`config.mk`:
```
export PLATFORM = sky130hd
export DESIGN_NAME = core_mem_sched
export DESIGN_NICKNAME = d
export VERILOG_FILES = /design/src/rtl/core_mem_sched.sv
export SDC_FILE = /design/constraint.sdc
export NUM_CORES = 1
export LEC_CHECK = 0
export CAP_MARGIN = 20
export CORE_ASPECT_RATIO = 0.9
export CORE_UTILIZATION = 45
export CTS_CLUSTER_SIZE = 16
export DETAILED_ROUTE_END_ITERATION = 8
export PLACE_DENSITY = 0.79
export SYNTH_ARGS = -nofsm -noshare
export SYNTH_HDL_FRONTEND = slang
export SYNTH_SLANG_ARGS = --single-unit
```
`constraint.sdc`:
```
create_clock -name clk -period 10.1 [get_ports clk]
set_clock_uncertainty 0.2 [all_clocks]
set_input_delay 1.515 -clock clk [delete_from_list [all_inputs] [get_ports clk]]
set_output_delay 1.515 -clock clk [all_outputs]
set_load 0.005 [all_outputs]
```
`src/rtl/core_mem_sched.sv`:
```
// core_mem_sched: shares the single external memory bus between the
// instruction-fetch port and the data (load/store) port.
//
// Each port latches one request. Requests are granted by fixed data priority,
// with a starvation guard that hands the bus to a waiting fetch after
// MAX_DATA_STREAK consecutive data grants. Only one bus transaction is
// outstanding at a time. Read data and a one-cycle ready pulse are routed
// combinationally back to the port that owns the transaction.
//
// Ports
//   clk, rst                      clock, asynchronous active-high reset
//   i_insn_start/addr/flush       fetch request pulse, word address, cancel
//   o_insn_ready/data_rd          fetch done pulse and fetched word
//   i_data_start/write/addr       data request pulse, store flag, word address
//   i_data_data_wr/data_be        store data and byte enables
//   o_data_ready/data_data_rd     data done pulse and load data
//   o_bus_start/write/addr        registered one-cycle transaction start
//   o_bus_data_wr/data_be         registered write data and byte enables
//   i_bus_ready/data_rd           slave completion pulse and read data
//   o_perf_*                      grant and fetch-wait counters (optional)
//
// Optional feature: define CORE_MEM_SCHED_PERF_EN to add the 32-bit
// performance counters o_perf_insn_grants, o_perf_data_grants, o_perf_insn_wait.

module core_mem_sched #(
  parameter int unsigned MAX_DATA_STREAK = 4,
  parameter int unsigned SCW             = 3
) (
  input  logic        clk,
  input  logic        rst,
  input  logic        i_insn_start,
  input  logic [29:0] i_insn_addr,
  input  logic        i_insn_flush,
  output logic        o_insn_ready,
  output logic [31:0] o_insn_data_rd,
  input  logic        i_data_start,
  input  logic        i_data_write,
  input  logic [29:0] i_data_addr,
  input  logic [31:0] i_data_data_wr,
  input  logic [3:0]  i_data_data_be,
  output logic        o_data_ready,
  output logic [31:0] o_data_data_rd,
`ifdef CORE_MEM_SCHED_PERF_EN
  output logic [31:0] o_perf_insn_grants,
  output logic [31:0] o_perf_data_grants,
  output logic [31:0] o_perf_insn_wait,
`endif
  output logic        o_bus_start,
  output logic        o_bus_write,
  output logic [29:0] o_bus_addr,
  output logic [31:0] o_bus_data_wr,
  output logic [3:0]  o_bus_data_be,
  input  logic        i_bus_ready,
  input  logic [31:0] i_bus_data_rd
);

  localparam int unsigned AW = 30;
  localparam int unsigned DW = 32;
  localparam int unsigned BW = 4;
  localparam logic GUARD_EN = (MAX_DATA_STREAK != 0);

  typedef enum logic [1:0] {IDLE, INSN, DATA} state_t;

  state_t           r_state;
  state_t           w_state_nxt;
  logic             r_pend_i;
  logic             r_pend_d;
  logic [AW-1:0]    r_i_addr;
  logic             r_d_write;
  logic [AW-1:0]    r_d_addr;
  logic [DW-1:0]    r_d_wdata;
  logic [BW-1:0]    r_d_be;
  logic             r_killed;
  logic [SCW-1:0]   r_streak;

  logic             w_insn_busy;
  logic             w_data_busy;
  logic             w_insn_new;
  logic             w_data_new;
  logic             w_insn_cand;
  logic             w_data_cand;
  logic             w_arb;
  logic             w_streak_max;
  logic             w_grant_i;
  logic             w_grant_d;
  logic [AW-1:0]    w_i_addr;
  logic             w_d_write;
  logic [AW-1:0]    w_d_addr;
  logic [DW-1:0]    w_d_wdata;
  logic [BW-1:0]    w_d_be;

  // A port is busy while its transaction is on the bus and not completing;
  // in its completion cycle the port may already present its next request.
  assign w_insn_busy = (r_state == INSN) & ~i_bus_ready;
  assign w_data_busy = (r_state == DATA) & ~i_bus_ready;

  // Starts while pending or busy are protocol violations and are dropped;
  // flush beats a same-cycle fetch start.
  assign w_insn_new  = i_insn_start & ~i_insn_flush & ~r_pend_i & ~w_insn_busy;
  assign w_data_new  = i_data_start & ~r_pend_d & ~w_data_busy;
  assign w_insn_cand = (r_pend_i & ~i_insn_flush) | w_insn_new;
  assign w_data_cand = r_pend_d | w_data_new;

  // Same-cycle bypass: a fresh start is granted directly from the inputs.
  assign w_i_addr  = r_pend_i ? r_i_addr  : i_insn_addr;
  assign w_d_write = r_pend_d ? r_d_write : i_data_write;
  assign w_d_addr  = r_pend_d ? r_d_addr  : i_data_addr;
  assign w_d_wdata = r_pend_d ? r_d_wdata : i_data_data_wr;
  assign w_d_be    = r_pend_d ? r_d_be    : i_data_data_be;

  // Arbitrate when idle or when the current transaction completes.
  assign w_arb        = (r_state == IDLE) | i_bus_ready;
  assign w_streak_max = GUARD_EN & (r_streak == SCW'(MAX_DATA_STREAK));
  assign w_grant_i    = w_arb & w_insn_cand & (~w_data_cand | w_streak_max);
  assign w_grant_d    = w_arb & w_data_cand & ~w_grant_i;

  // State register
  always_ff @(posedge clk or posedge rst) begin
    if (rst) r_state <= IDLE;
    else     r_state <= w_state_nxt;
  end

  // Next state and zero-latency completion routing
  always_comb begin
    w_state_nxt    = r_state;
    o_insn_ready   = 1'b0;
    o_insn_data_rd = '0;
    o_data_ready   = 1'b0;
    o_data_data_rd = '0;
    if (w_arb) begin
      if (w_grant_i)      w_state_nxt = INSN;
      else if (w_grant_d) w_state_nxt = DATA;
      else                w_state_nxt = IDLE;
    end
    if ((r_state == INSN) && i_bus_ready && !r_killed) begin
      o_insn_ready   = 1'b1;
      o_insn_data_rd = i_bus_data_rd;
    end
    if ((r_state == DATA) && i_bus_ready) begin
      o_data_ready   = 1'b1;
      o_data_data_rd = i_bus_data_rd;
    end
  end

  // Per-port pending requests
  always_ff @(posedge clk or posedge rst) begin
    if (rst) begin
      r_pend_i  <= 1'b0;
      r_pend_d  <= 1'b0;
      r_i_addr  <= '0;
      r_d_write <= 1'b0;
      r_d_addr  <= '0;
      r_d_wdata <= '0;
      r_d_be    <= '0;
    end else begin
      if (w_grant_i)         r_pend_i <= 1'b0;
      else if (i_insn_flush) r_pend_i <= 1'b0;
      else if (w_insn_new)   r_pend_i <= 1'b1;
      if (w_insn_new) r_i_addr <= i_insn_addr;

      if (w_grant_d)       r_pend_d <= 1'b0;
      else if (w_data_new) r_pend_d <= 1'b1;
      if (w_data_new) begin
        r_d_write <= i_data_write;
        r_d_addr  <= i_data_addr;
        r_d_wdata <= i_data_data_wr;
        r_d_be    <= i_data_data_be;
      end
    end
  end

  // Starvation streak and flushed-fetch kill flag
  always_ff @(posedge clk or posedge rst) begin
    if (rst) begin
      r_streak <= '0;
      r_killed <= 1'b0;
    end else begin
      if (w_grant_i || !w_insn_cand) r_streak <= '0;
      else if (w_grant_d && !w_streak_max && GUARD_EN) r_streak <= r_streak + SCW'(1);
      r_killed <= w_insn_busy & (r_killed | i_insn_flush);
    end
  end

  // Registered bus request, loaded at the grant edge
  always_ff @(posedge clk or posedge rst) begin
    if (rst) begin
      o_bus_start   <= 1'b0;
      o_bus_write   <= 1'b0;
      o_bus_addr    <= '0;
      o_bus_data_wr <= '0;
      o_bus_data_be <= {BW{1'b1}};
    end else begin
      o_bus_start <= w_grant_i | w_grant_d;
      if (w_grant_i) begin
        o_bus_write   <= 1'b0;
        o_bus_addr    <= w_i_addr;
        o_bus_data_wr <= '0;
        o_bus_data_be <= {BW{1'b1}};
      end else if (w_grant_d) begin
        o_bus_write   <= w_d_write;
        o_bus_addr    <= w_d_addr;
        o_bus_data_wr <= w_d_wdata;
        o_bus_data_be <= w_d_be;
      end
    end
  end

`ifdef CORE_MEM_SCHED_PERF_EN
  // Performance counters, wrapping modulo 2**32
  always_ff @(posedge clk or posedge rst) begin
    if (rst) begin
      o_perf_insn_grants <= '0;
      o_perf_data_grants <= '0;
      o_perf_insn_wait   <= '0;
    end else begin
      if (w_grant_i) o_perf_insn_grants <= o_perf_insn_grants + 32'd1;
      if (w_grant_d) o_perf_data_grants <= o_perf_data_grants + 32'd1;
      if (r_pend_i)  o_perf_insn_wait   <= o_perf_insn_wait + 32'd1;
    end
  end
`endif

endmodule

```
=== After elaboration in Yosys (flattened, before gate mapping) ===
Index checks and enable logic that the tools add are counted.

* Register bits after elaboration: 173
* Memories: 0
* Output and inout bits: 134
* Bits in latches: 0
* RAM bits: 0
* Memory bits (read-only): 0

* Equality and inequality tests: 3
* $lt $le $gt $ge: 0
* Shifts and indexed selects: 0
* Reductions and logical operators: 13
* Div/mod/pow operators: 0
* Bitwise operators: 27
* Multiply operators: 0
* Add/subtract/negate cells: 1
* Multiplexer cells: 26

{| class="wikitable"
|+ Operators by type and width
! kind !! count
|-
| 2-to-1 mux 32 bit || 5
|-
| 2-to-1 mux 30 bit || 4
|-
| AND 1 bit || 13
|-
| 2-to-1 mux 4 bit || 3
|-
| 2-to-1 mux 1 bit || 10
|-
| inverter 1 bit || 8
|-
| 2-to-1 mux 3 bit || 2
|-
| bitwise OR 1 bit || 6
|-
| nonzero test 2 bit || 3
|-
| logical AND 1 bit || 4
|-
| 2-to-1 mux 2 bit || 2
|-
| adder 3 x 1 -> 3 bit, second input constant || 1
|-
| equality test 3 bit, second input constant || 1
|-
| zero test 1 bit || 3
|-
| nonzero test 3 bit || 1
|-
| equality test 2 x 1 -> 1 bit, second input constant || 1
|-
| equality test 2 bit, second input constant || 1
|-
| zero test 2 bit || 1
|-
| logical OR 1 bit || 1
|}

=== Depth between registers and ports, before layout ===
* Depth in word-level cells: 13
* Gate-level depth with buffers: 8

=== Worst setup path before layout ===
Ideal clock, no wire load.

* Path type: input to output
* From: in i_bus_ready
* To: out o_insn_data_rd[13]
* Path buffers: 1
* Required time: 8,385 ps
* Slack: 5,967 ps
* Arrival: 2,418 ps
* Stages: 3
* Path through: nor4b_1 clkbuf_1 and2_1

* Cells in the longest elaborated chain, start to end: 3

{| class="wikitable"
|+ Ends and longest elaborated chain
! what !! line !! RTL
|-
| start: declaration || 53 || <nowiki>input logic i_bus_ready,</nowiki>
|-
| logical AND 1 bit (2 in a row) || 135 || <nowiki>if ((r_state == INSN) && i_bus_ready && !r_killed) begin</nowiki>
|-
| 2-to-1 mux 32 bit || 135 ||
|-
| end: declaration || 35 || <nowiki>output logic [31:0] o_insn_data_rd,</nowiki>
|}

No other way between the ends.

=== Worst setup path after layout ===
* From: in i_bus_ready
* To: out o_data_data_rd[5]

* Cells in the longest elaborated chain, start to end: 2

{| class="wikitable"
|+ Ends and longest elaborated chain
! what !! line !! RTL
|-
| logical AND 1 bit || 139 || <nowiki>if ((r_state == DATA) && i_bus_ready) begin</nowiki>
|-
| 2-to-1 mux 32 bit || 139 ||
|-
| end: declaration || 42 || <nowiki>output logic [31:0] o_data_data_rd,</nowiki>
|}

No other way between the ends.

==> impl_metrics.tcl <==
set metrics [dict create \
    outcome "completed" \
    routed_via_density 5.04 \
    final_common_cell "clkdlybuf4s50_1" \
    timing.rr.end "o_bus_data_wr[14]" \
    finalCriticalPeriod_ns 5.36 \
    wl_per_cell_um 17.6 \
    yosys.area.top_type_share 0.524 \
    syn_nets 793 \
    die_x_um 143 \
    yosysWarnings 0 \
    yosys-top-cells-area "dfrtp_1, mux2i_1, mux2_2, and2_1, mux2_1" \
    critPathBufInv 2 \
    hold_buffers 0 \
    mostFrequentLayoutCells "clkdlybuf4s50_1, dfrtp_1, mux2i_1" \
    dr.first_iter.drc_count 254 \
    cpMostUsedCell "clkdlybuf4s50_1" \
    total_leakage_power_nw 4.71 \
    power.density_nw_per_um2 248 \
    maxSlewViolCount 0 \
    initial_core_util 0.459 \
    die_h_um 129 \
    synth.distinct_cells 35 \
    hp-class "reg2reg" \
    pre_cts_slack_ns 4.77 \
    async_flop_share 1.00 \
    synth-main-ff-cell "dfrtp_1" \
    end_kind "output port" \
    clock_latency_ns 0.42 \
    placement.io_buffers 268 \
    drcViolationCount 0 \
    cp_max_fo 33 \
    r2r-start "r_pend_i" \
    cap_violations 0 \
    grt_max_degree 68 \
    critPathTopFamily "buffers and inverters" \
    cp.arrival_ns 3.64 \
    mappedNetlistArea_um2 8080 \
    cp_num_cells 4 \
    synth_edf_count 0 \
    rsz0062_at_grt "no" \
    cts_made_buffers 17 \
    clock_sink_count 173 \
    finalNetCount 1044 \
    setup_tns_ns 0 \
    hpwl_um 13600 \
    crit_start "i_bus_ready" \
    grt_pass1_wl_um 31300 \
    drive_gt1_frac 0.138 \
    rows 46 \
    cp-start-kind "primary input" \
    cp-endpoint "o_data_data_rd[5]" \
    slew_headroom 0.325 \
    n_antenna_cell 0 \
    yosysTopAreaCell "dfrtp_1" \
    cpMaxStageDelayCell "and3_1" \
    min_period_over_period 0.531 \
    hold_viol 0 \
    syn_to_final_growth_pct 42.5 \
    core-area_um2 17600 \
    cts.htree.levels 4 \
    ys_seq_elements 173 \
    cts_tree "done" \
    max-vdd-ir-drop_mv 0.184 \
    wirelength_um 20400 \
    grt_antenna_before_repair 1 \
    dieArea_um2 18500 \
    globalplace.congestion 0.777 \
    cts.path.max_buffers 2 \
    track_usage 0.225 \
    cp.required_ns 8.39 \
    fin_hold_ws_ns 0.277 \
    ant_nets 0 \
    fin_total_pwr_mw 2.85 \
    slowest_delay_ns 0.77 \
    root_buffer "clkbuf_16" \
    final_util 0.653 \
    reg2reg_slack_ns 7.14 \
    syn_area_per_cell_um2 12.3 \
    post-cts-setup-buffers 0 \
    grt.overflow.total 0 \
    first_pass_iters 5 \
    setup_ws_ns 4.74 \
    clkSlewWorstSetupHoldPaths_ns 0.07 \
    worst_slew_pin_slew_ns 1.01 \
    rr_worst_depth 6 \
    routed-via-count 5845 \
    path_cells "clkdlybuf4s50_1 -> and3_1 -> and2_1 -> clkdlybuf4s50_1" \
    worstSetupPathType "in2out" \
    seq_area_frac_synth 0.537 \
    postSynthCellCount 656 \
    finalSetupViolations 0 \
    max_freq_mhz 187 \
    cts_resized 0 \
    grt_pass1_vias 5776 \
    io_pins 269 \
]
==> worst register-to-register path: stages (launching register included) <==
cell     delay, ns
dfrtp_2       0.77
o21ba_2       0.42
o31ai_4       0.21
inv_2         0.13
nand2_2       0.45
buf_4         0.47
o21ai_0       0.18
==> cells by family (layout without fill, tap and decap cells) <==
| kind of cell | Yosys count | after routing | synth area share |
|---|---|---|---|
| multiplexers | 198 | 198 | 0.261 |
| flip-flops | 173 | 173 | 0.537 |
| AND/OR/NAND/NOR | 123 | 123 | 0.0822 |
| AO/OA/AOI/OAI | 108 | 108 | 0.0852 |
| buffers and inverters | 52 | 316 | 0.0319 |
| adder cells (fa/ha/maj) | 2 | 2 | 0.00310 |
==> area by class of cell <==
class / count / area, um^2
timing repair buffer: 277 / 2750
multi-input combinational: 431 / 3500
fill: 1432 / 6100
clock buffer: 17 / 425
inverter: 7 / 31.3
clock inverter: 15 / 160
sequential: 173 / 4340
tap: 240 / 300
==> where the power goes <==
part / switching (mW) / total, mW / leakage, nW / internal (mW)
logic: 0.388 / 1.01 / 2.38 / 0.624
clock network: 0.293 / 0.641 / 0.267 / 0.348
registers: 0.197 / 1.20 / 2.06 / 1.00
total: 0.877 / 2.85 / 4.71 / 1.98
==> worst min path at each step <==
stage	depth (start not counted)	slack, ns	endpoint	start
finish	2	0.28	o_bus_data_wr[8]	o_bus_data_wr[8]
global route	1	0.30	r_i_addr[29]	r_i_addr[29]
CTS	2	0.28	o_bus_data_wr[18]	o_bus_data_wr[18]
detailed placement	2	0.27	o_bus_data_wr[18]	o_bus_data_wr[18]
global placement	2	0.26	o_bus_data_wr[20]	o_bus_data_wr[20]
floorplan	1	0.26	r_i_addr[0]	r_i_addr[0]
==> cells in the mapped netlist, types with 2 or more instances <==
| cell type | number |
|---|---|
| buf_4 | 4 |
| o21ai_0 | 67 |
| nor2_1 | 6 |
| mux2_2 | 71 |
| nand2b_1 | 2 |
| a21oi_1 | 5 |
| buf_6 | 3 |
| a21boi_1 | 2 |
| mux2_1 | 30 |
| a2bb2oi_1 | 26 |
| and2_1 | 66 |
| nand2_1 | 42 |
| mux2i_1 | 97 |
| dfrtp_1 | 169 |
| dfstp_2 | 4 |
| inv_1 | 6 |
| ha_1 | 2 |
| buf_2 | 20 |
| clkbuf_1 | 18 |
==> state kept, by name, indices dropped and copies added (netlist names) <==
register / cells
o_bus_data_wr: 32
r_d_wdata: 32
o_bus_addr: 30
r_d_addr: 30
r_i_addr: 30
o_bus_data_be: 4
r_d_be: 4
r_streak: 3
r_state: 2
o_bus_start: 1
o_bus_write: 1
r_d_write: 1
r_killed: 1
r_pend_d: 1
r_pend_i: 1
==> layer usage <==
| layer | vias to the layer above | wire [um] | global-route usage |
|---|---|---|---|
| met4 | 0 | 242 | 0.0657 |
| met5 | - | 0 | 0 |
| li1 | 2822 | - | - |
| met1 | 2867 | 9160 | 0.291 |
| met3 | 16 | 1150 | 0.0610 |
| met2 | 140 | 9820 | 0.370 |
==> per-stage QoR <==
step / std cells / instance area (um^2)
after detailed placement: 1128 / 10900
final: 1160 / 11500
after global placement: 1128 / 10900
after CTS: 1160 / 11500
after global routing: 1160 / 11500
after floorplan: 656 / 8080
No activity file was read; power rests on OpenSTA's default activity.
